File: src/rtl/eh2_lsu_ecc_scrub_q.sv
// eh2_lsu_ecc_scrub_q
// Buffers committed single-bit DCCM ECC errors (address + corrected data per
// bank) and writes the corrected words back to the DCCM whenever the write
// port is granted. Lo bank of an entry always drains before its hi bank.
module eh2_lsu_ecc_scrub_q #(
  parameter int DEPTH  = 2,
  parameter int ADDR_W = 16,
  parameter int DATA_W = 32
) (
  input  logic              clk,
  input  logic              rst,
  input  logic              ecc_disable,
  input  logic              flush,
  input  logic              in_valid,
  input  logic              in_err_lo,
  input  logic              in_err_hi,
  input  logic [ADDR_W-1:0] in_addr_lo,
  input  logic [ADDR_W-1:0] in_addr_hi,
  input  logic [DATA_W-1:0] in_data_lo,
  input  logic [DATA_W-1:0] in_data_hi,
  output logic              wr_valid,
  input  logic              wr_ready,
  output logic [ADDR_W-1:0] wr_addr,
  output logic [DATA_W-1:0] wr_data,
  output logic              wr_hi,
  output logic              full,
  output logic              busy,
  output logic              overflow
);

  localparam int PTR_W = $clog2(DEPTH);
  localparam int CNT_W = PTR_W + 1;

  logic              valid_r   [DEPTH];
  logic              lo_pend_r [DEPTH];
  logic              hi_pend_r [DEPTH];
  logic [ADDR_W-1:0] addr_lo_r [DEPTH];
  logic [ADDR_W-1:0] addr_hi_r [DEPTH];
  logic [DATA_W-1:0] data_lo_r [DEPTH];
  logic [DATA_W-1:0] data_hi_r [DEPTH];

  logic [PTR_W-1:0]  wr_ptr_r;
  logic [PTR_W-1:0]  rd_ptr_r;
  logic [CNT_W-1:0]  cnt_r;
  logic [CNT_W-1:0]  cnt_nxt_s;
  logic              full_r;
  logic              busy_r;
  logic              overflow_r;

  logic              head_valid_s;
  logic              head_sel_hi_s;
  logic              grant_s;
  logic              pop_s;
  logic              push_req_s;
  logic              push_s;
  logic              drop_s;

  // Head-entry view and the push/pop/drop decisions for this cycle.
  always_comb begin
    head_valid_s  = valid_r[rd_ptr_r];
    // Lo bank first; hi is selected only once lo is done (gated so an idle queue shows wr_hi = 0).
    head_sel_hi_s = head_valid_s & ~lo_pend_r[rd_ptr_r];
    grant_s       = head_valid_s & wr_ready & ~flush;
    if (head_sel_hi_s) begin
      pop_s = grant_s;
    end else begin
      pop_s = grant_s & ~hi_pend_r[rd_ptr_r];
    end
    push_req_s = in_valid & (in_err_lo | in_err_hi) & ~ecc_disable & ~flush;
    // A full queue still accepts a push when the head pops in the same cycle.
    push_s     = push_req_s & (~full_r | pop_s);
    drop_s     = push_req_s & full_r & ~pop_s;
  end

  // Next occupancy count; flush empties the queue.
  always_comb begin
    cnt_nxt_s = cnt_r;
    if (flush) begin
      cnt_nxt_s = {CNT_W{1'b0}};
    end else if (push_s && !pop_s) begin
      cnt_nxt_s = cnt_r + CNT_W'(1);
    end else if (pop_s && !push_s) begin
      cnt_nxt_s = cnt_r - CNT_W'(1);
    end else begin
      cnt_nxt_s = cnt_r;
    end
  end

  // Entry storage, pointers, occupancy and the full/busy flags.
  always_ff @(posedge clk) begin
    if (rst) begin
      for (int i = 0; i < DEPTH; i++) begin
        valid_r[i]   <= 1'b0;
        lo_pend_r[i] <= 1'b0;
        hi_pend_r[i] <= 1'b0;
        addr_lo_r[i] <= {ADDR_W{1'b0}};
        addr_hi_r[i] <= {ADDR_W{1'b0}};
        data_lo_r[i] <= {DATA_W{1'b0}};
        data_hi_r[i] <= {DATA_W{1'b0}};
      end
      wr_ptr_r <= {PTR_W{1'b0}};
      rd_ptr_r <= {PTR_W{1'b0}};
      cnt_r    <= {CNT_W{1'b0}};
      full_r   <= 1'b0;
      busy_r   <= 1'b0;
    end else if (flush) begin
      for (int i = 0; i < DEPTH; i++) begin
        valid_r[i]   <= 1'b0;
        lo_pend_r[i] <= 1'b0;
        hi_pend_r[i] <= 1'b0;
      end
      wr_ptr_r <= {PTR_W{1'b0}};
      rd_ptr_r <= {PTR_W{1'b0}};
      cnt_r    <= {CNT_W{1'b0}};
      full_r   <= 1'b0;
      busy_r   <= 1'b0;
    end else begin
      if (grant_s) begin
        if (head_sel_hi_s) begin
          hi_pend_r[rd_ptr_r] <= 1'b0;
        end else begin
          lo_pend_r[rd_ptr_r] <= 1'b0;
        end
      end
      if (pop_s) begin
        valid_r[rd_ptr_r] <= 1'b0;
        rd_ptr_r          <= rd_ptr_r + PTR_W'(1);
      end
      // Written after the pop so a push into the slot just freed wins.
      if (push_s) begin
        valid_r[wr_ptr_r]   <= 1'b1;
        lo_pend_r[wr_ptr_r] <= in_err_lo;
        hi_pend_r[wr_ptr_r] <= in_err_hi;
        addr_lo_r[wr_ptr_r] <= in_addr_lo;
        addr_hi_r[wr_ptr_r] <= in_addr_hi;
        data_lo_r[wr_ptr_r] <= in_data_lo;
        data_hi_r[wr_ptr_r] <= in_data_hi;
        wr_ptr_r            <= wr_ptr_r + PTR_W'(1);
      end
      cnt_r  <= cnt_nxt_s;
      full_r <= (cnt_nxt_s == CNT_W'(DEPTH));
      busy_r <= (cnt_nxt_s != {CNT_W{1'b0}});
    end
  end

  // One-cycle pulse for each error dropped on a full queue.
  always_ff @(posedge clk) begin
    if (rst) begin
      overflow_r <= 1'b0;
    end else begin
      overflow_r <= drop_s;
    end
  end

  // Write-back request taken straight from registered head state.
  always_comb begin
    wr_valid = head_valid_s;
    wr_hi    = head_sel_hi_s;
    wr_addr  = {ADDR_W{1'b0}};
    wr_data  = {DATA_W{1'b0}};
    if (!head_valid_s) begin
      wr_addr = {ADDR_W{1'b0}};
      wr_data = {DATA_W{1'b0}};
    end else if (head_sel_hi_s) begin
      wr_addr = addr_hi_r[rd_ptr_r];
      wr_data = data_hi_r[rd_ptr_r];
    end else begin
      wr_addr = addr_lo_r[rd_ptr_r];
      wr_data = data_lo_r[rd_ptr_r];
    end
  end

  assign full     = full_r;
  assign busy     = busy_r;
  assign overflow = overflow_r;

endmodule

File: config.mk
export PLATFORM = sky130hd
export DESIGN_NAME = eh2_lsu_ecc_scrub_q
export DESIGN_NICKNAME = d
export VERILOG_FILES = /design/src/rtl/eh2_lsu_ecc_scrub_q.sv
export SDC_FILE = /design/constraint.sdc
export NUM_CORES = 1
export LEC_CHECK = 0
export BUFFER_PORTS_ARGS = -buffer_cell sky130_fd_sc_hd__buf_4
export CAP_MARGIN = 5
export CORE_AREA = 2 2 202 164
export CTS_CLUSTER_DIAMETER = 50
export CTS_CLUSTER_SIZE = 40
export DETAILED_ROUTE_END_ITERATION = 8
export DIE_AREA = 0 0 204 166
export GPL_TIMING_DRIVEN = 1
export HOLD_SLACK_MARGIN = 0.03
export PLACE_DENSITY_LB_ADDON = 0.25
export SLEW_MARGIN = 20
export SYNTH_ARGS = -nofsm -noshare
export SYNTH_HDL_FRONTEND = slang
export SYNTH_SLANG_ARGS = --single-unit
export TNS_END_PERCENT = 50
File: constraint.sdc
create_clock -name clk -period 6.9 [get_ports clk]
set_input_delay 1.035 -clock clk [delete_from_list [all_inputs] [get_ports clk]]
set_output_delay 1.035 -clock clk [all_outputs]
set_load 0.005 [all_outputs]
==> impl_metrics.json <==
{
  "total_power_uw": 2980,
  "vdd.ir_drop.worst_mv": 0.172,
  "skew_ns": 0.0164,
  "status": "finished, final reports clean",
  "drive_above_1_share": 0.270,
  "hp-start": "cnt_r[1]$_SDFF_PP0_",
  "grt_overflow": 0,
  "synth_fp_nets": 803,
  "antenna_left": 0,
  "seq_area_frac_synth": 0.643,
  "synth_area_leader_cell": "edfxtp_1",
  "worstPathCellList": "buf_4 > mux4_2 > and2_1 > buf_4",
  "clockBufferDepth": 3,
  "cts_resized": 0,
  "setup_viol": 0,
  "max_slew_margin": 0.331,
  "hold_violations": 0,
  "htreeDepth": 1,
  "synth_area_per_cell_um2": 13.5,
  "power_frac_seq": 0.480,
  "intPower_uw": 2260,
  "worst_ep_arrival_time_ns": 2.81,
  "antenna_found_initial": 1,
  "path_delay_family": "buffers and inverters",
  "rows": 59,
  "die_h_um": 166,
  "start_kind": "register",
  "fillers": 3166,
  "synthArstFlopShare": 0,
  "grt_max_degree": 102,
  "grt_setup_unrepaired": "no",
  "cts_root_buffer": "clkbuf_16",
  "comb_power_share": 0.060,
  "r2r-start": "lo_pend_r[1]$_SDFFCE_PN0P_",
  "drc": 0,
  "wl_mm": 22.1,
  "first_global_vias": 5927,
  "finalCritPeriodShare": 0.557,
  "clk_pin_slew_ns": 0.06,
  "yosys_warnings": 0,
  "wire_per_inst_um": 17.2,
  "grt_pass1_wl_mm": 34.7,
  "port_buffers": 156,
  "syn_area_mm2": 0.00947,
  "cts_num_sinks": 206,
  "tritoncts": "yes",
  "gp_congestion": 0.739,
  "setup_slack_ns": 3.06,
  "core-area_mm2": 0.0320,
  "vias": 5841,
  "first_pass_iters": 4,
  "slew_violations": 0,
  "p_leak_uw": 0.00449,
  "postCtsHoldBufs": 0,
  "clkPwrFrac": 0.460,
  "crit_fanout": 81,
  "die_area_mm2": 0.0339,
  "dieWidth_um": 204,
  "power_density_mw_per_mm2": 250,
  "drv_cap": 0,
  "synth_ff_type": "edfxtp_1",
  "hp-class": "reg -> reg",
  "period_needed_ns": 3.84,
  "gr-usage-all-layers": 0.132,
  "worst_path_max_delay_cell": "buf_4",
  "tightest_slew_ns": 1.00,
  "worstSetupEndpointType": "output pin",
  "swShare": 0.242,
  "start_util": 0.295,
  "area_delta_synth_final_pct": 26.2,
  "hpwl_mm": 13.4,
  "viasPerCell": 4.54,
  "drt-initial-drc-count": 270,
  "power.switching_uw": 721,
  "clock_latency_ns": 0.54,
  "place_ws_ns": 2.79,
  "cts_setup_buffers": 0,
  "crit_top_cell": "buf_4",
  "numCtsBuffers": 26,
  "setup-tns-final_ns": 0,
  "nets": 944,
  "synth_cell_types": 47,
  "synth_edf_count": 196,
  "crit_required_ns": 5.86,
  "critical_path_buf_inv_count": 2,
  "synth_seq_cells": 206,
  "ioPinCount": 157,
  "crit_type": "reg -> out",
  "synth_top_area_share": 0.622,
  "timing.fmax_mhz": 260,
  "synthTopCellsByArea": "edfxtp_1 (62%), and2_1 (13%), a211oi_1 (6.7%), mux2i_1 (4.7%), nor2b_1 (2.9%)",
  "worst_path_largest_cell_delay_ns": 0.79,
  "postSynthCellCount": 699
}
## sequential cells by signal, summed over array words and instances (netlist names), named ones only
register and cells:
busy 1, full 1, data_hi_r 64, addr_hi_r 32, overflow 1, hi_pend_r 2
rd_ptr_r 1, lo_pend_r 2, valid_r 2, addr_lo_r 32, cnt_r 2, wr_ptr_r 1
data_lo_r 64
## synth_stat cells (all sizes together) (3+ instances only)
cell and number:
and2 200, edfxtp 196, a211oi 85, mux2i 45
nor2b 44, clkbuf 37, buf 16, dfxtp 10
nor2 9, a21oi 5, mux4 4, o211ai 4
inv 3, or3 3
## power groups by stage
stage	clock (uW)	sequential, uW	combinational [uW]
6_report	1370	1430	180
5_1_grt	1470	1440	200
4_1_cts	1410	1430	186
3_5_place_dp	0	1460	186
3_3_place_gp	0	1460	185
2_1_floorplan	0	1460	89.7
## cells in the final DEF (no fill, tap or decap), types with 3 or more instances in the layout
master     count
mux4_2         4
edfxtp_1     196
a211oi_1      85
and2_1       200
o211ai_1       4
or3_1          3
clkbuf_16     27
mux2i_1       44
a21oi_1        5
inv_8          4
nor2b_1       44
buf_4        166
inv_1          3
nor2_1         9
inv_6          8
dfxtp_1        9
## worst register-to-register path, delay by kind of cell, from the launching register on
kind	cells	cell delay [ns]
flip-flops	1	0.35
AO/OA/AOI/OAI	2	0.65
AND/OR/NAND/NOR	2	1.14
buffers and inverters	2	1.00
## kinds of logic (layout without fill, tap and decap cells)
group,count (synthesis),count (layout),share of synthesized area
compound gates,111,111,0.0890
xor+xnor,1,1,0.000925
buf+inv,56,216,0.0246
flops,206,206,0.643
mux,51,51,0.0599
other cells,0,1,0
simple gates,274,274,0.183
## routing by layer
| layer | global-route usage | vias up | routed length (um) |
|---|---|---|---|
| met1 | 0.188 | 2822 | 10600 |
| met4 | 0.0350 | 0 | 463 |
| met5 | 0 | - | 0 |
| li1 | - | 2871 | - |
| met3 | 0.0290 | 32 | 998 |
| met2 | 0.203 | 116 | 10100 |
## through the flow
| step | utilization | cells | instance area, um2 | hold slack, ns |
|---|---|---|---|---|
| 5_1_grt | 0.373 | 1287 | 11900 | 0.595 |
| 6_report | 0.373 | 1287 | 11900 | 0.553 |
| 3_5_place_dp | 0.345 | 1239 | 11100 | 0.550 |
| 3_3_place_gp | 0.345 | 1239 | 11100 | 0.559 |
| 4_1_cts | 0.373 | 1286 | 11900 | 0.565 |
| 2_1_floorplan | - | 699 | 9470 | 0.504 |
## worst paths after layout
kind                                    end  slack [ns]  depth (start not counted)
max reg2reg  addr_lo_r[0][10]$_SDFFCE_PN0P_        3.38                          6
min                         busy$_SDFF_PP0_        0.55                          2
max                             wr_addr[10]        3.06                          4
min reg2reg                 busy$_SDFF_PP0_        0.55                          2
## area by class of cell
cell class | instances | area, um2 | area share
Sequential cell | 206 | 6090 | 0.510
Multi-Input combinational cell | 437 | 3170 | 0.266
Timing Repair Buffer | 166 | 1250 | 0.104
Clock buffer | 27 | 676 | 0.0566
Tap cell | 427 | 534 | 0.0447
Clock inverter | 20 | 210 | 0.0176
Inverter | 3 | 11.3 | 0.000943
Antenna cell | 1 | 2.50 | 0.000210
Power figures use the tool's default switching activity.
